===== src/rtl/service_window_pkg.sv =====
// Shared types and default sizing for the service-window timer bank.
package service_window_pkg;

  // Per-channel window state.
  typedef enum logic {
    SW_IDLE = 1'b0,
    SW_OPEN = 1'b1
  } sw_state_e;

  localparam int SW_CH_DEF = 4;
  localparam int SW_W_DEF  = 8;

endpackage


===== src/rtl/service_window_ch.sv =====
// One service-window timer: holds sw_stat low for the loaded length, then
// releases it with a single-cycle done pulse. Abort closes silently.
module service_window_ch
  import service_window_pkg::*;
#(
  parameter int W      = SW_W_DEF,
  parameter bit RETRIG = 1'b1
) (
  input  logic         clk,
  input  logic         rst,
  input  logic         start,
  input  logic         abort,
  input  logic [W-1:0] len,
  output logic         sw_stat,
  output logic         done,
  output logic [W-1:0] rem
);

  sw_state_e    state_q, state_d;
  logic [W-1:0] rem_q, rem_d;
  logic         sw_stat_q, sw_stat_d;
  logic         done_q, done_d;

  // Next-state decode: abort beats start, start (if accepted) beats countdown.
  always_comb begin
    // NOTE: every combinational output gets a default first so no latch is inferred.
    state_d   = state_q;
    rem_d     = rem_q;
    sw_stat_d = sw_stat_q;
    done_d    = 1'b0;
    if (abort) begin
      state_d   = SW_IDLE;
      rem_d     = '0;
      sw_stat_d = 1'b1;
    end else begin
      case (state_q)
        SW_IDLE: begin
          if (start) begin
            if (len != '0) begin
              state_d   = SW_OPEN;
              rem_d     = len;
              sw_stat_d = 1'b0;
            end else begin
              // Zero-length window: never opens, still reports completion.
              done_d = 1'b1;
            end
          end
        end
        SW_OPEN: begin
          if (start && RETRIG) begin
            if (len != '0) begin
              rem_d = len;
            end else begin
              state_d   = SW_IDLE;
              rem_d     = '0;
              sw_stat_d = 1'b1;
              done_d    = 1'b1;
            end
          end else if (rem_q == W'(1)) begin
            state_d   = SW_IDLE;
            rem_d     = '0;
            sw_stat_d = 1'b1;
            done_d    = 1'b1;
          end else begin
            // OPEN guarantees rem_q >= 1, so this never wraps.
            rem_d = rem_q - W'(1);
          end
        end
        default: begin
          state_d   = SW_IDLE;
          rem_d     = '0;
          sw_stat_d = 1'b1;
        end
      endcase
    end
  end

  // Channel state register with synchronous reset to idle.
  always_ff @(posedge clk) begin
    // NOTE: sequential state uses non-blocking assignments so all flops update together.
    if (rst) begin
      state_q   <= SW_IDLE;
      rem_q     <= '0;
      sw_stat_q <= 1'b1;
      done_q    <= 1'b0;
    end else begin
      state_q   <= state_d;
      rem_q     <= rem_d;
      sw_stat_q <= sw_stat_d;
      done_q    <= done_d;
    end
  end

  assign sw_stat = sw_stat_q;
  assign done    = done_q;
  assign rem     = rem_q;

endmodule


===== src/rtl/service_window_bank.sv =====
// Bank of CH independent service-window timers with a registered count
// read port and an any-window-open summary.
module service_window_bank
  import service_window_pkg::*;
#(
  parameter  int CH     = SW_CH_DEF,
  parameter  int W      = SW_W_DEF,
  parameter  int RETRIG = 1,
  localparam int SEL_W  = (CH > 1) ? $clog2(CH) : 1
) (
  input  logic              CLK,
  input  logic              RST,
  input  logic [CH-1:0]     START,
  input  logic [CH-1:0]     ABORT,
  input  logic [CH*W-1:0]   SWLEN,
  output logic [CH-1:0]     SWSTAT,
  output logic [CH-1:0]     DONE,
  output logic              ANY_OPEN,
  input  logic [SEL_W-1:0]  RDSEL,
  output logic [W-1:0]      RDCNT
);

  logic [W-1:0] rem [CH];
  logic [W-1:0] rdcnt_q, rdcnt_d;

  for (genvar i = 0; i < CH; i++) begin : g_ch
    service_window_ch #(
      .W      (W),
      .RETRIG (RETRIG != 0)
    ) u_ch (
      .clk     (CLK),
      .rst     (RST),
      .start   (START[i]),
      .abort   (ABORT[i]),
      .len     (SWLEN[i*W +: W]),
      .sw_stat (SWSTAT[i]),
      .done    (DONE[i]),
      .rem     (rem[i])
    );
  end

  // Read mux: out-of-range selects fall through to zero.
  always_comb begin
    rdcnt_d = '0;
    for (int i = 0; i < CH; i++) begin
      if (RDSEL == SEL_W'(i)) rdcnt_d = rem[i];
    end
  end

  // Registered count read port.
  always_ff @(posedge CLK) begin
    if (RST) rdcnt_q <= '0;
    else     rdcnt_q <= rdcnt_d;
  end

  assign RDCNT    = rdcnt_q;
  assign ANY_OPEN = ~&SWSTAT;

endmodule


===== config.mk =====
export PLATFORM = sky130hd
export DESIGN_NAME = service_window_bank
export DESIGN_NICKNAME = d
export VERILOG_FILES = /design/src/rtl/service_window_pkg.sv /design/src/rtl/service_window_ch.sv /design/src/rtl/service_window_bank.sv
export SDC_FILE = /design/constraint.sdc
export NUM_CORES = 1
export LEC_CHECK = 0
export CORE_ASPECT_RATIO = 0.9
export CORE_MARGIN = 5
export CORE_UTILIZATION = 56
export DETAILED_ROUTE_END_ITERATION = 10
export PLACE_DENSITY = 0.87
export SYNTH_ARGS = -nofsm -noshare
export SYNTH_HDL_FRONTEND = slang
export SYNTH_SLANG_ARGS = --single-unit

===== constraint.sdc =====
create_clock -name CLK -period 5.2 [get_ports CLK]
set_clock_uncertainty 0.1 [all_clocks]
set_input_delay 1.04 -clock CLK [delete_from_list [all_inputs] [get_ports CLK]]
set_output_delay 1.04 -clock CLK [all_outputs]
set_load 0.02 [all_outputs]

Yosys cells after proc, flatten, opt, wreduce, memory -nomap -nowiden. Cells that the tools add are included.

Logic and storage cells: 159. Output and inout port bits: 17. Register bits after elaboration: 52. Input bits: 44.

Mux-type cells: 92. Reductions and logical operators: 19. $add $sub $neg: 4. Equality and inequality tests: 23. Bitwise operators: 4.

Operator list (count): 8-bit 2-to-1 mux (24); 8-bit case mux with 2 select lines (4); 1-bit 2-to-1 mux (52); 8-bit by 1-bit == test with 1-bit output (second input constant) (4); 8-bit nonzero test (4); 8-bit by 1-bit subtractor with 8-bit output (second input constant) (4); 3-bit inequality test (second input constant) (8); 1-bit case mux with 2 select lines (12); 4-bit AND reduction (5); 2-bit by 1-bit inequality test with 1-bit output (second input constant) (4); 2-bit inequality test (second input constant) (4); 2-bit AND reduction (4); 2-bit OR reduction (4); 2-bit == test (second input constant) (2); 1-bit NOT (4); 2-bit by 1-bit == test with 1-bit output (second input constant) (1); 2-bit logical NOT (1); 1-bit logical NOT (1).

Longest topological paths before layout. Gate-level depths: netlist (run 1).

Depth after elaboration: 5. Gate-level depth with buffers: 6. Mapped depth without buffers: 6.

Hierarchy. Synthesis (run 1) repeated with hierarchy kept, for this count alone.

Cell total of the unflattened synthesis: 379. Area, all modules: 3181.8 um^2.

Modules (own cells, without submodules): service_window_ch (area each 688.2 um^2, instances 4, cells an instance 85); service_window_bank (area each 429.2 um^2, instances 1, cells an instance 39).

Worst setup path after synthesis (run 1). OpenSTA, ideal clock, no wires.

Path kind: input -> register. From: input SWLEN[21]. To: register g_ch[2].u_ch.rem_q[7]. Arrival time: 2233 ps. Path buffers: 1. Stages on the path: 5. Setup time: 86 ps. Slack: 2780 ps. Path through: or4_1 o21ai_1 buf_4 a22oi_1 a221oi_2.

Word-level cells in the longest chain between the ends: 4. Elaborated cells on any way between the ends: 6. Classes of those cells: eq/ne (1); mux (3); reduce/logical (2).

RTL lines: start: declaration (line service_window_bank.sv:15) `input logic [CH*W-1:0] SWLEN,`; 8-bit nonzero test (*) (line service_window_ch.sv:39, service_window_ch.sv:51); 8-bit 2-to-1 mux (line service_window_ch.sv:51) `if (len != '0) begin`; 8-bit 2-to-1 mux (line service_window_ch.sv:50) `if (start && RETRIG) begin`; 8-bit case mux with 2 select lines (line service_window_ch.sv:36) `case (state_q)`; end signal: assignment (line service_window_ch.sv:88) `rem_q <= rem_d;`; end: declaration (line service_window_ch.sv:20) `logic [W-1:0] rem_q, rem_d;`.

Mark *: on every way between the ends. The rest lies on a longest branch, timed or not. A chain may end at the register's enable or synchronous reset.

Worst setup path in the final report (run 1). Same ends and word-level chain as after synthesis.

==> impl_metrics.ini, run 1 <==
[status]
status = finished clean

[worst_setup_path]
critPathSlowestCell = o21ai_1
arrival_ps = 3140
critical-path-top-delay-family = compound AO/OA/AOI/OAI gates
path_cells = clkdlybuf4s50_1, or4_1, o21ai_1, a22oi_1, a221oi_2
endpoint_kind = flop
critPathRequiredTime_ps = 5330
slowest_delay_ps = 640
path_buf_inv = 1
start_kind = primary input
worst-path-max-fanout = 11
worstSetupPathType = primary input to flop

[timing]
post-route-period-util = 0.580
worst_slack_ps = 2180
fmax_mhz = 332
slew_violations = 0
setup_viol = 0
fin_crit_ps = 3020
hold_viol = 0
rsz0062_at_grt = no
fin_setup_tns_ps = 0
worstMarginPinSlew_ps = 767
relSlewSlack = 0.484

[floorplanning]
start_util = 0.569
io_pins = 61
die_area_mm2 = 0.00729
die_w_um = 89.5
core-area_mm2 = 0.00560
die_y_um = 81.5
rows = 26

[pwr]
seqPwrFrac = 0.458
swShare = 0.268
power_leakage_nw = 1.37
p_sw_mw = 0.256
p_int_mw = 0.700
pwr-share-comb = 0.195
power_density_mw_per_mm2 = 247
ir_worst_vdd_v = 0.000150
clock_power_share = 0.346

[detailed_routing]
drt_iter0_markers = 312
highest_layer = met4
wl_met2_mm = 4.10
m1WireLength_mm = 3.48
drc_errors = 0
via_count = 3221
ant_nets = 0
wl_per_cell_um = 17.9
first_pass_iters = 5
viasPerCell = 6.61
routed_wl_mm = 8.72
wl_met3_um = 922

[synth]
ys.warnings.count = 0
synth-main-ff-cell = dfxtp_1
synthCells = 372
ys_top_cells_by_count = dfxtp_1 (52), nor2_1 (27), nand2_1 (26), a21oi_1 (22), inv_1 (19)
synth_largest_area_cell = dfxtp_1
async_flop_share = 0
synth_edf_count = 0
syn_area_per_cell_um2 = 8.55
synth_top_area_share = 0.327
yosysMostFrequentCell = dfxtp_1
synth_seq_cells = 52
syn-num-nets = 424
synth_cell_types = 61
ys_seq_area_frac = 0.327
syn_area_mm2 = 0.00318
synthTopCellsByArea = dfxtp_1 (33%), mux4_2 (5.0%), a21oi_1 (3.5%), nor2_1 (3.2%), ha_1 (3.1%)

[clocking]
cts_root_buf = clkbuf_8
numClockSinks = 52
cts_inserted_buffers = 5
path_clk_slew_ps = 100
ctsHoldBuffers = 0
htree_levels = 2
postCtsSetupRepairBufs = 0
clk_latency_ps = 310
cts_tree = yes
clk_path_buf_depth = 2
post_cts_resize_count = 0

[placed_design]
place_ws_ps = 1910
place_congestion = 0.981
buffer_ports.inserted = 60
hpwlAfterDp_mm = 6.51

[final_layout]
multi_input_area_mm2 = 0.00194
nNetsFinal = 468
syn_to_final_growth_pct = 21.8
antenna_cells = 0
n_fill_cell = 439
final_layout_size_suffix_gt1_frac = 0.0839
seq_area_mm2 = 0.00104

[global_route]
grt_first_pass_wirelength_mm = 14.0
grtUsageTotal = 0.245
grt_max_degree = 18
grt_overflow = 0
grt_pass1_vias = 3021
antenna_found_initial = 0

[hold_path]
hold_path_class = flop to flop

[job]
max_cap_violations = 0
kinds of logic after synthesis:
group	synth area share
compound gates	0.238
buf+inv	0.0637
fa+ha+maj	0.0315
mux	0.0610
simple gates	0.271
flops	0.327
xor+xnor	0.00826
power by group through the flow:
stage,combinational (mW),sequential (mW),clock [mW]
floorplan,0.116,0.439,0
CTS,0.184,0.437,0.334
global route,0.203,0.440,0.353
finish,0.187,0.438,0.331
global placement,0.179,0.445,0
detailed placement,0.182,0.446,0
path summary, 6_finish.rpt:
kind | cells after the start | startpoint | slack, ps | to
worst max-delay path | 5 | SWLEN[21] | 2180 | g_ch[2].u_ch.rem[7]
worst min register to register | 2 | g_ch[1].u_ch.sw_stat | 390 | g_ch[1].u_ch.sw_stat
worst min-delay path | 2 | g_ch[1].u_ch.sw_stat | 390 | g_ch[1].u_ch.sw_stat
worst max register to register | 4 | g_ch[0].u_ch.rem[3] | 3020 | g_ch[0].u_ch.rem[3]
placed cells by master, fill, tap and decap left out, types with 3 or more instances in the layout:
cell | netlist | routed
a211oi_1 | 4 | 4
a21oi_1 | 22 | 22
a221oi_1 | 6 | 6
a22oi_1 | 9 | 9
a31oi_1 | 12 | 12
a32oi_1 | 9 | 9
and2_1 | 3 | 3
clkbuf_8 | 0 | 5
clkdlybuf4s50_1 | 0 | 60
dfxtp_1 | 52 | 52
ha_1 | 8 | 8
inv_1 | 19 | 19
mux4_2 | 7 | 7
nand2_1 | 26 | 26
nand2b_1 | 6 | 6
nand3_1 | 11 | 11
nand4_1 | 6 | 6
nor2_1 | 27 | 27
nor2b_1 | 13 | 13
nor3_1 | 16 | 16
nor3b_1 | 5 | 5
nor4b_1 | 3 | 3
o211ai_1 | 8 | 8
o21a_1 | 4 | 4
o21ai_0 | 8 | 8
o21ai_2 | 3 | 3
o22ai_1 | 3 | 3
o31ai_1 | 5 | 5
or2_2 | 5 | 5
or3_1 | 4 | 4
or4_1 | 7 | 7
or4_4 | 4 | 4
xor2_1 | 3 | 3
worst register-to-register path: cells and delay by family (launching register included):
kind            cells  cell delay [ps]
compound gates      3              860
simple gates        1              700
flops               1              400
through the flow:
stage,utilization,std cells,hold slack (ps),instance area [um2],power (mW)
4_1_cts,0.693,487,392,3880,0.956
6_report,0.693,487,393,3880,0.956
3_5_place_dp,0.668,479,379,3740,0.629
2_1_floorplan,-,372,353,3180,0.556
5_1_grt,0.693,487,425,3880,0.996
3_3_place_gp,0.668,479,381,3740,0.624
sequential cells by signal (all words and copies together), names as in the netlist:
register,flops
g_ch.u_ch.sw_stat,4
RDCNT,8
g_ch.u_ch.state_q,4
g_ch.u_ch.done,4
g_ch.u_ch.rem,32
final cells by class:
type	instances	share of cell area
clock buffer	5	0.0178
clock inverter	3	0.0178
inverter	19	0.0184
multi-input combinational	278	0.500
sequential	52	0.269
tap	70	0.0226
timing repair buffer	60	0.155
layer usage:
metal  GRT usage  up-vias
met5           0        -
met4      0.0848        0
met3      0.0592       24
met2       0.401      201
met1       0.315     1498
li1            -     1498
Power figures use the tool's default switching activity.
==> run 2: changes to the inputs <==
Settings changed: CORE_UTILIZATION 56 to 52, PLACE_DENSITY 0.87 to 0.82.
Clock period 5.2 ns to 2.9 ns, I/O delays scaled along.
==> impl_metrics.ini, run 2 (same netlist as run 1, synthesis figures left out) <==
[status]
status = finished clean

[final_layout]
final_layout_size_suffix_gt1_frac = 0.0991
largest_register_ffs = 32
seq_area_mm2 = 0.00104
post-route-cell-area_mm2 = 0.00392
post_layout_nonfiller_instances = 496
antenna_cells = 0
final_cell_mix = clkdlybuf4s50_1 (60), dfxtp_1 (52), nor2_1 (27), nand2_1 (26), a21oi_1 (22)
syn_to_final_growth_pct = 23.2
n_fill_cell = 510
final_common_cell = clkdlybuf4s50_1
multi_input_area_mm2 = 0.00194
nNetsFinal = 475

[clocking]
htree_levels = 2
clk_path_buf_depth = 2
path_clk_slew_ps = 90
post_cts_resize_count = 0
cts_tree = yes
numClockSinks = 52
clk_latency_ps = 310
postCtsSetupRepairBufs = 0
cts_root_buf = clkbuf_8
ctsHoldBuffers = 0
cts_inserted_buffers = 5

[detailed_routing]
wl_per_cell_um = 17.8
first_pass_iters = 5
ant_nets = 0
via_count = 3193
routed_wl_mm = 8.83
drc_errors = 0
drt_iter0_markers = 306
viasPerCell = 6.44

[worst_setup_path]
critPathRequiredTime_ps = 3030
endpoint_kind = flop
worst-path-max-fanout = 8
r2r-end = g_ch[3].u_ch.rem[2]
r2r_start = g_ch[3].u_ch.rem[1]
worstSetupPathType = primary input to flop
arrival_ps = 2330
reg2reg_depth = 6
start_kind = primary input
regToRegSetupSlack_ps = 760

[pwr]
power_density_mw_per_mm2 = 425
ir_worst_vdd_v = 0.000280
power_leakage_nw = 1.40

[global_route]
grt_pass1_vias = 2908
grt_max_degree = 16
antenna_found_initial = 0
grt_overflow = 0
grtUsageTotal = 0.227
grt_first_pass_wirelength_mm = 14.4

[floorplanning]
io_pins = 61
rows = 27
die_w_um = 92.5
start_util = 0.526
core-area_mm2 = 0.00605
die_y_um = 84.2
die_area_mm2 = 0.00779

[placed_design]
postPlaceCellArea_mm2 = 0.00379
hpwlAfterDp_mm = 6.73
place_congestion = 0.969
buffer_ports.inserted = 60
place_ws_ps = 405
dp.cells = 488

[timing]
worstMarginPinSlew_ps = 691
setup_viol = 0
slew_violations = 0
hold_viol = 0
fin_crit_ps = 2200
post-route-period-util = 0.759
rsz0062_at_grt = no
relSlewSlack = 0.539
worst_slack_ps = 698
fmax_mhz = 454
fin_setup_tns_ps = 0

[hold_path]
hp-start = g_ch[0].u_ch.sw_stat
hold_depth = 2
whs_endpoint = g_ch[0].u_ch.sw_stat
hold_path_class = flop to flop

[job]
max_cap_violations = 0
-- run 2: changes by cell type in the layout (fill, tap and decap cells not counted) --
cell,change
inv_6,-1
buf_4,+7
clkbuf_8,+2
bufinv_16,-1
-- run 2: worst max-delay path by stage --
stage | startpoint | endpoint | slack, ps | cells after the start
5_1_grt | SWLEN[13] | g_ch[1].u_ch.rem[1] | 530 | 5
4_1_cts | SWLEN[13] | g_ch[1].u_ch.rem[1] | 710 | 5
3_5_place_dp | SWLEN[13] | g_ch[1].u_ch.rem[1] | 410 | 5
3_3_place_gp | SWLEN[13] | g_ch[1].u_ch.rem[1] | 410 | 5
2_1_floorplan | SWLEN[21] | g_ch[2].u_ch.rem[7] | 940 | 5
6_report | SWLEN[13] | g_ch[1].u_ch.rem[1] | 700 | 5
-- run 2: metrics by stage --
stage               power, mW  hold slack (ps)  utilization
finish                   1.66              408        0.648
global route             1.74              450        0.648
CTS                      1.67              415        0.648
detailed placement       1.14              401        0.627
global placement         1.13              399        0.627
floorplan               0.997              353            -
-- run 2: layout make-up --
| cell class | instances | share of cell area |
|---|---|---|
| Timing Repair Buffer | 67 | 0.167 |
| Clock inverter | 1 | 0.00766 |
| Inverter | 19 | 0.0182 |
| Sequential cell | 52 | 0.266 |
| Clock buffer | 7 | 0.0246 |
| Multi-Input combinational cell | 278 | 0.494 |
| Tap cell | 72 | 0.0230 |
-- run 2: report_power, final --
| part | switching [mW] | internal [mW] | total (mW) |
|---|---|---|---|
| combinational | 0.171 | 0.171 | 0.342 |
| sequential | 0.0424 | 0.742 | 0.785 |
| clock | 0.233 | 0.305 | 0.537 |
| total | 0.446 | 1.22 | 1.66 |
-- run 2: routing by layer --
layer	GRT usage	wire length, um
met2	0.359	4180
met5	0	0
met4	0.0756	146
met1	0.310	3730
met3	0.0448	767
-- run 2: worst max-delay path, stage by stage --
cell and delay [ps]:
clkdlybuf4s50_1 410, or4_1 580, o21ai_2 380, a221oi_1 160, a211oi_1 210
